$ cat src/rtl/seq_detect_ctrl.sv
// Serial 4-bit pattern detector with start/abort run control and an optional match limit.
// Build option: define SEQ_DETECT_OVERLAP_EN to keep window history across a match (overlapping matches count).
module seq_detect_ctrl (
    input  logic       clock,
    input  logic       reset,
    input  logic       start,
    input  logic       abort,
    input  logic [3:0] pattern,
    input  logic [7:0] match_limit,
    input  logic       sequence_in,
    input  logic       sequence_valid,
    output logic       busy,
    output logic       done,
    output logic       detector_out,
    output logic [7:0] match_count
);

    // state | meaning
    // IDLE  | waiting for start; serial input ignored
    // RUN   | shifting qualified bits, counting matches
    // DONE  | match limit reached; count held until next start
    typedef enum logic [1:0] {
        IDLE = 2'd0,
        RUN  = 2'd1,
        DONE = 2'd2
    } state_t;

    state_t     state, state_nxt;
    logic [3:0] window, window_nxt;
    logic [3:0] pat_q, pat_nxt;
    logic [7:0] limit_q, limit_nxt;
    logic [7:0] count_nxt;
    logic [2:0] seen, seen_nxt;
    logic       det_nxt;

    logic [3:0] shifted;
    logic [2:0] seen_inc;
    logic [7:0] count_inc;
    logic       hit;

    always_comb begin
        shifted   = {window[2:0], sequence_in};
        seen_inc  = (seen == 3'd4) ? 3'd4 : seen + 3'd1;
        count_inc = (match_count == 8'hFF) ? 8'hFF : match_count + 8'd1;
        hit       = sequence_valid && (seen_inc == 3'd4) && (shifted == pat_q);
    end

    always_comb begin
        state_nxt  = state;
        window_nxt = window;
        seen_nxt   = seen;
        pat_nxt    = pat_q;
        limit_nxt  = limit_q;
        count_nxt  = match_count;
        det_nxt    = 1'b0;

        if (abort) begin
            state_nxt = IDLE;
        end else begin
            case (state)
                IDLE, DONE: begin
                    if (start) begin
                        pat_nxt    = pattern;
                        limit_nxt  = match_limit;
                        window_nxt = 4'd0;
                        seen_nxt   = 3'd0;
                        count_nxt  = 8'd0;
                        state_nxt  = RUN;
                    end
                end
                RUN: begin
                    if (sequence_valid) begin
                        window_nxt = shifted;
                        seen_nxt   = seen_inc;
                        if (hit) begin
                            det_nxt   = 1'b1;
                            count_nxt = count_inc;
                            if ((limit_q != 8'd0) && (count_inc == limit_q)) begin
                                state_nxt = DONE;
                            end
`ifdef SEQ_DETECT_OVERLAP_EN
                            seen_nxt = seen_inc;
`else
                            // next match must be built from four fresh bits
                            seen_nxt = 3'd0;
`endif
                        end
                    end
                end
                default: state_nxt = IDLE;
            endcase
        end
    end

    always_ff @(posedge clock) begin
        if (reset) begin
            state        <= IDLE;
            window       <= 4'd0;
            seen         <= 3'd0;
            pat_q        <= 4'd0;
            limit_q      <= 8'd0;
            match_count  <= 8'd0;
            detector_out <= 1'b0;
        end else begin
            state        <= state_nxt;
            window       <= window_nxt;
            seen         <= seen_nxt;
            pat_q        <= pat_nxt;
            limit_q      <= limit_nxt;
            match_count  <= count_nxt;
            detector_out <= det_nxt;
        end
    end

    assign busy = (state == RUN);
    assign done = (state == DONE);

endmodule

$ cat config.mk
export PLATFORM = sky130hd
export DESIGN_NAME = seq_detect_ctrl
export DESIGN_NICKNAME = d
export VERILOG_FILES = /design/src/rtl/seq_detect_ctrl.sv
export SDC_FILE = /design/constraint.sdc
export NUM_CORES = 1
export LEC_CHECK = 0
export ABC_AREA = 1
export BUFFER_PORTS_ARGS = -buffer_cell sky130_fd_sc_hd__buf_2
export CAP_MARGIN = 20
export CORE_MARGIN = 1.5
export CORE_UTILIZATION = 50
export DETAILED_ROUTE_END_ITERATION = 12
export PLACE_DENSITY = 0.76
export SYNTH_ARGS = -nofsm -noshare
export SYNTH_HDL_FRONTEND = slang
export SYNTH_SLANG_ARGS = --single-unit
$ cat constraint.sdc
create_clock -name clock -period 2.1 [get_ports clock]
set_clock_uncertainty 0.05 [all_clocks]
set_input_delay 0.42 -clock clock [delete_from_list [all_inputs] [get_ports clock]]
set_output_delay 0.42 -clock clock [all_outputs]
set_load 0.05 [all_outputs]
==> impl_metrics.toml, run 1 <==
[worst_hold_path]
holdPathEnd = "pat_q[3]"
min_path_cells = 3
hold_path_class = "in -> reg"
hold_start = "pattern[3]"

[floorplanning]
start_util = 0.517
core_mm2 = 0.00331
fp.dieH_um = 61.5
die_w_um = 61.5
rows = 21
io_pins = 29
die_area_mm2 = 0.00378

[setup_path]
crit_fanout = 14
path_cells = "inv_2, nor2_4, buf_4, buf_2"
worstRegToRegCells = 14
cp_num_buf_inv = 3
worstPathArrival_ps = 1500
cp.depth = 4
rr_startpoint = "match_count[1]"
slowest_stage = "dfxtp_1"
regToRegSetupSlack_ps = 200
crit_path_max_incr_delay_ps = 490
cp_top_family = "buffers and inverters"
end_kind = "output pin"
reg2reg_to = "state[0]"
setup.worst_path.class = "reg -> out"
critical_path_required_ps = 1630
start_kind = "register"

[sta]
finalCritPeriodShare = 0.937
finalCriticalPeriod_ps = 1970
fin_setup_tns_ps = 0
setup_viol_count_final = 0
tightest_slew_ps = 557
fmax_ghz = 0.508
relSlewSlack = 0.628
finalHoldViolations = 0
rsz0062_at_grt = "false"
setup_slack_ps = 131
maxSlewViolCount = 0

[global_route]
first_global_vias = 1444
grt.busiest_layer = "met2"
grt_pass1_wl_um = 6310
grtUsageMet2 = 0.362
gr-usage-all-layers = 0.230
grtUsageMet3 = 0.0567
grt_max_degree = 21
grt_overflow = 0
antenna_found_initial = 0
grtUsageMet1 = 0.313

[power]
p_leak_uw = 0.000893
sequentialPowerShare = 0.510
p_switching_uw = 388
p_comb_frac = 0.215
power.density_mw_per_mm2 = 620
clkPwrFrac = 0.275
sw_frac_of_total = 0.327
internal_power_uw = 800
max-vdd-ir-drop_mv = 0.424

[synthesis]
synth.avg_cell_area_um2 = 6.66
synth_commonest_cells = "nand2_1, nor2_1, inv_1"
ys_seq_area_frac = 0.339
synth_edf_count = 0
syn-num-nets = 278
yosysMostFrequentCell = "nand2_1"
yosys_register_bits = 29
yosys_warnings = 0
yosys-top-cells-area = "dfxtp_1, nand2_1, nor2_1"
synth_ff_type = "dfxtp_1"
synth_top_area_share = 0.339
ys_types = 31
synthCells = 257
async_reset_ff_frac = 0
syn_area_mm2 = 0.00171
yosysTopAreaCell = "dfxtp_1"

[layout]
synthToLayoutAreaGrowth_pct = 11.9
num_antenna_cells = 0
drive_gt1_frac = 0.175
layout.nets = 306

[routing]
drt-vias-per-instance = 5.13
firstDrtPassIters = 4
drt_iter0_drc = 115
drtAntennaViolNets = 0
wire_per_inst_um = 11.9
vias = 1703
drcViolationCount = 0
drt-total-wl_um = 3970

[placed_design]
place_hpwl_um = 3040
port_buffers = 28
dp_slack_ps = 155
gp_routability_congestion = 0.910

[clocking]
cts_tree = "built"
htree_levels = 2
cts_buffers = 5
cts.sinks = 29
root_buffer = "clkbuf_4"
clkSlewWorstSetupHoldPaths_ps = 100
clock_path_buffers = 2
clkLatencyLatePin_ps = 330
cts_setup_buffers = 0

[outcome]
status = "completed"

[flow_run]
maxCapViolCount = 0
## timing repair
item / CTS / global route
hold buffers: 0 / 0
gates resized for setup: 0 / 2
endpoints found under the setup margin: 0 / 2
## placed cells by master (no fill, tap or decap), drive strengths merged
| cell type | Yosys | final |
|---|---|---|
| nand4 | 6 | 6 |
| nand3b | 2 | 2 |
| o21ai | 16 | 16 |
| nor2 | 35 | 35 |
| o2111a | 1 | 1 |
| a32oi | 2 | 2 |
| ha | 3 | 3 |
| nor3 | 4 | 4 |
| or2 | 2 | 2 |
| nand2 | 59 | 59 |
| nand3 | 24 | 24 |
| dfxtp | 29 | 29 |
| a21oi | 21 | 21 |
| clkbuf | 4 | 8 |
| buf | 4 | 29 |
| o22ai | 1 | 1 |
| xnor2 | 3 | 3 |
| inv | 34 | 34 |
| a211oi | 7 | 7 |
## per-layer routing
layer / vias up / share of wire / wire, µm
met1: 743 / 0.47 / 1870
met5: - / 0 / 0
met4: 0 / 0.0053 / 21
met2: 53 / 0.44 / 1740
li1: 905 / - / -
met3: 2 / 0.083 / 328
## worst max-delay path by stage
stage / start / slack (ps) / endpoint
after floorplan: match_count[0] / 20 / state[0]
after global placement: match_count[0] / 240 / state[0]
after detailed placement: match_count[0] / 160 / state[0]
after CTS: state[0] / 100 / busy
after global routing: match_count[1] / 1 / state[1]
final: state[0] / 130 / busy
## through the flow
| stage | std cells | hold WS, ps | area (µm²) | util | total power [µW] |
|---|---|---|---|---|---|
| global route | 332 | 315 | 1910 | 0.578 | 1260 |
| finish | 332 | 300 | 1910 | 0.578 | 1190 |
| global placement | 324 | 416 | 1860 | 0.562 | 871 |
| floorplan | 257 | 396 | 1710 | - | 808 |
| detailed placement | 324 | 420 | 1860 | 0.562 | 872 |
| CTS | 332 | 286 | 1910 | 0.577 | 1190 |
## worst reg2reg max path, stage by stage, from the launching register on
cell     delay, ps
dfxtp_1        420
ha_2           250
nand2_1         80
nor2_2         110
nand2_2        180
nand2_1        160
nand2_1         60
nand2_1         50
nand2_1         50
nor2_1         110
nand3_1         80
nand2_1         60
nand3_1         60
nand2_1         70
inv_1           30
## final cells by class
type	instances	area, µm²
multi-input cells	186	948
inverters	34	130
fillers	345	1400
repair buffers	29	148
clock buffers	8	48.8
flip-flops and latches	29	582
well taps	46	57.6
## flip-flops by register name, indices dropped and copies added, names as in the netlist
| name | flops |
|---|---|
| limit_q | 8 |
| detector_out | 1 |
| pat_q | 4 |
| state | 2 |
| window | 3 |
| match_count | 8 |
| seen | 3 |
## power by group through the flow
stage	registers, µW	logic, µW	clock network [µW]
floorplan	636	171	0
global placement	618	253	0
detailed placement	618	254	0
CTS	605	255	333
global route	611	288	358
finish	606	255	326
## kinds of logic (layout without fill, tap and decap cells)
kind of cell / Yosys count / count (layout) / share of synthesized area
xor+xnor: 3 / 3 / 0.0154
flops: 29 / 29 / 0.339
compound gates: 48 / 48 / 0.168
fa+ha+maj: 3 / 3 / 0.0219
buf+inv: 42 / 71 / 0.108
simple gates: 132 / 132 / 0.347
Power figures use the tool's default switching activity.
==> inputs of run 2 (changes only) <==
--- a/constraint.sdc
+++ b/constraint.sdc
@@ -4,2 +4,2 @@
 set_output_delay 0.42 -clock clock [all_outputs]
-set_load 0.05 [all_outputs]
+set_load 0.02 [all_outputs]
==> impl_metrics.toml, run 2 (synthesis results as in run 1) <==
[clocking]
clkLatencyLatePin_ps = 330
cts.sinks = 29
cts_setup_buffers = 0
clkSlewWorstSetupHoldPaths_ps = 110
clock_path_buffers = 2
cts_buffers = 5
htree_levels = 2
root_buffer = "clkbuf_4"
cts_hold_buf = 0
cts_tree = "built"

[worst_hold_path]
min_path_cells = 3
hold_path_class = "in -> reg"
holdPathEnd = "pat_q[3]"
hold_start = "pattern[3]"

[placed_design]
dp.cells = 324
dpl-instance-area_mm2 = 0.00186
port_buffers = 28
gp_routability_congestion = 0.953
place_hpwl_um = 3050

[setup_path]
rr_startpoint = "seen[0]"
worstRegToRegCells = 11
slowest_stage = "dfxtp_1"
worstPathArrival_ps = 2110
start_kind = "register"
crit_fanout = 14
crit_path_max_incr_delay_ps = 380
end_kind = "register"
cp_num_buf_inv = 1
cp_top_family = "simple AND/OR/NAND/NOR gates"
setup.worst_path.class = "reg -> reg"
cpMostUsedCell = "nand2_1"
regToRegSetupSlack_ps = 180
critical_path_required_ps = 2290
path_cells = "inv_1, ha_1, nand2_1, o21ai_0, a21oi_1, nor2_1, nand2_1, nand2_1, nand2_8, a21oi_1, a211oi_1"
reg2reg_to = "match_count[4]"

[sta]
rsz0062_at_grt = "false"
relSlewSlack = 0.613
tightest_slew_ps = 579
fmax_ghz = 0.520
finalHoldViolations = 0
fin_setup_tns_ps = 0
setup_viol_count_final = 0
finalCritPeriodShare = 0.916
finalCriticalPeriod_ps = 1920
maxSlewViolCount = 0

[routing]
met3_length_um = 279
firstDrtPassIters = 4
drcViolationCount = 0
drt-vias-per-instance = 5.19
met1_length_um = 2020
top_layer_used = "met4"
drt_iter0_drc = 109
drt-total-wl_um = 4140
vias = 1723
wire_per_inst_um = 12.5
met2_wirelength_um = 1800
drtAntennaViolNets = 0

[layout]
synthToLayoutAreaGrowth_pct = 12.4
fill_cells = 376
fin_area_mm2 = 0.00192
layout.nets = 306
mostFrequentLayoutCells = "nand2_1, nor2_1, inv_1"
final_common_cell = "nand2_1"
stdcell_count = 332
num_antenna_cells = 0
multi_input_area_um2 = 953
top_regs = "limit_q (8), match_count (8), pat_q (4)"
drive_gt1_frac = 0.182
ff_latch_area_um2 = 582
final_util = 0.580

[global_route]
grt_pass1_wl_um = 6420
gr-usage-all-layers = 0.235
grt_overflow = 0
first_global_vias = 1374
antenna_found_initial = 0
grt_max_degree = 21

[flow_run]
maxCapViolCount = 0

[floorplanning]
die_w_um = 61.5
io_pins = 29
rows = 21
die_area_mm2 = 0.00378
fp.dieH_um = 61.5
core_mm2 = 0.00331
start_util = 0.517

[power]
power.density_mw_per_mm2 = 614
finalPower_uw = 1180
max-vdd-ir-drop_mv = 0.349
p_leak_uw = 0.000914

[outcome]
status = "completed"
run 2: cell count changes in the layout (fill, tap and decap cells not counted):
cell and delta:
clkinv_2 +2, nand2_2 -1, clkbuf_1 -2, nand2_4 +1
run 2: final cells by class:
type                       count  share of cell area
inverter                      34              0.0677
clock inverter                 2             0.00521
tap                           46              0.0299
timing repair buffer          29              0.0768
clock buffer                   6              0.0215
multi-input combinational    186               0.496
sequential                    29               0.303
run 2: through the flow:
stage          hold slack, ps  worst slack (ps)
3_5_place_dp              419               144
2_1_floorplan             396               259
5_1_grt                   299              23.0
6_report                  292               176
3_3_place_gp              414               242
4_1_cts                   286               130
run 2: power breakdown:
part           total [µW]  switching [µW]  internal, µW  leakage (µW)
clock network         334             207           127     0.0000320
logic                 238             151          87.3      0.000645
registers             608            28.6           579      0.000238
run 2: timing repair:
action                     in CTS  in global routing
resized for setup               0                  3
hold endpoints to repair        0                  0
setup endpoints to repair       0                  2
run 2: metal layers:
layer | vias up | GRT usage
li1 | 898 | -
met1 | 760 | 0.332
met2 | 59 | 0.353
met3 | 6 | 0.0651
met4 | 0 | 0.0608
met5 | - | 0
run 2: worst max-delay path by stage:
| stage | from | end | slack, ps | cells after the start |
|---|---|---|---|---|
| global placement | match_count[0] | state[0] | 240 | 14 |
| CTS | match_count[0] | state[0] | 130 | 14 |
| detailed placement | match_count[0] | state[0] | 140 | 14 |
| global route | seen[0] | match_count[7] | 20 | 11 |
| finish | seen[0] | match_count[4] | 180 | 11 |
| floorplan | match_count[0] | state[0] | 260 | 13 |
run 2: tightest hold or removal path, stage by stage:
cell	delay, ps
buf_2	70
o21ai_0	70
nor2_1	70
==> inputs of run 3 (changes only) <==
Settings changed: RECOVER_POWER set to 25.
==> impl_metrics.toml, run 3 (synthesis results as in run 1) <==
[placed_design]
port_buffers = 28
dp_slack_ps = 144
dp.cells = 324
place_hpwl_um = 3050
gp_routability_congestion = 0.953

[layout]
stdcell_count = 332
ff_latch_area_um2 = 582
multi_input_area_um2 = 946
final_util = 0.576
num_antenna_cells = 0
drive_gt1_frac = 0.154
mostFrequentLayoutCells = "nand2_1, nor2_1, inv_1"
layout.nets = 306
fill_cells = 385
top_regs = "limit_q (8), match_count (8), pat_q (4)"
final_common_cell = "nand2_1"
synthToLayoutAreaGrowth_pct = 11.4

[routing]
met2_wirelength_um = 1830
vias = 1716
drtAntennaViolNets = 0
met1_length_um = 2010
top_layer_used = "met4"
drt_iter0_drc = 102
firstDrtPassIters = 4
met3_length_um = 287
wire_per_inst_um = 12.5
drt-total-wl_um = 4160
drt-vias-per-instance = 5.17
drcViolationCount = 0

[clocking]
clock_path_buffers = 2
cts.sinks = 29
root_buffer = "clkbuf_4"
cts_buffers = 5
htree_levels = 2
clkLatencyLatePin_ps = 340
cts_tree = "built"
clkSlewWorstSetupHoldPaths_ps = 110
cts_setup_buffers = 0

[sta]
tightest_slew_ps = 579
relSlewSlack = 0.613
finalHoldViolations = 0
fin_setup_tns_ps = 0
setup_slack_ps = 168
fmax_ghz = 0.518
setup_viol_count_final = 0
maxSlewViolCount = 0
finalCritPeriodShare = 0.920
rsz0062_at_grt = "false"
finalCriticalPeriod_ps = 1930

[setup_path]
worstPathArrival_ps = 2130
start_kind = "register"
setup.worst_path.class = "reg -> reg"
crit_fanout = 14
critical_path_required_ps = 2300
end_kind = "register"

[global_route]
gr-usage-all-layers = 0.235
grt_overflow = 0
grt_max_degree = 21
grt_pass1_wl_um = 6420
first_global_vias = 1374
antenna_found_initial = 0

[floorplanning]
io_pins = 29
fp.dieH_um = 61.5
start_util = 0.517
rows = 21
die_area_mm2 = 0.00378
core_mm2 = 0.00331
die_w_um = 61.5

[outcome]
status = "completed"

[worst_hold_path]
hold_path_class = "in -> reg"

[power]
power.density_mw_per_mm2 = 617
p_leak_uw = 0.000880
max-vdd-ir-drop_mv = 0.350

[flow_run]
maxCapViolCount = 0
[run 3: cell count changes in the layout (fill, tap and decap cells not counted), sizes merged]
cell / delta
clkbuf: +7
buf: -7
[run 3: metrics by stage]
stage	hold WS, ps	area, µm²	total power [µW]
final	292	1910	1180
after CTS	286	1910	1180
after floorplan	396	1710	789
after global routing	299	1910	1240
after global placement	414	1860	851
after detailed placement	419	1860	853
[run 3: repair_timing]
item / 4_1_cts / 5_1_grt
setup endpoints to repair: 0 / 2
gates resized for setup: 0 / 3
hold buffers: 0 / 0
[run 3: worst max-delay path, stage by stage (launching register included)]
cell and delay (ps):
dfxtp_1 380, inv_1 80, ha_1 190, nand2_1 110, o21ai_0 110, a21oi_1 200, nor2_1 60, nand2_1 90
nand2_1 160, nand2_8 160, a21oi_1 50, a211oi_1 180
[run 3: per-layer routing]
layer / vias to the layer above / track usage
met4: 0 / 0.0608
li1: 899 / -
met3: 4 / 0.0651
met5: - / 0
met1: 756 / 0.332
met2: 57 / 0.353
[run 3: final timing paths]
check / start / endpoint / slack [ps] / depth (start not counted)
max: seen[0] / match_count[7] / 170 / 11
min: pattern[3] / pat_q[3] / 290 / 3
max reg2reg: seen[0] / match_count[7] / 170 / 11
min reg2reg: window[0] / window[1] / 410 / 2
[run 3: layout make-up]
cell class / count / area share
clock buffer: 6 / 0.0217
clock inverter: 2 / 0.00525
inverter: 34 / 0.0683
multi-input combinational: 186 / 0.496
sequential: 29 / 0.305
tap: 46 / 0.0302
timing repair buffer: 29 / 0.0729
[run 3: report_power, final]
group	internal (µW)	total, µW	switching (µW)
registers	579	608	28.8
logic	85.0	234	149
clock network	127	335	207
total	791	1180	385
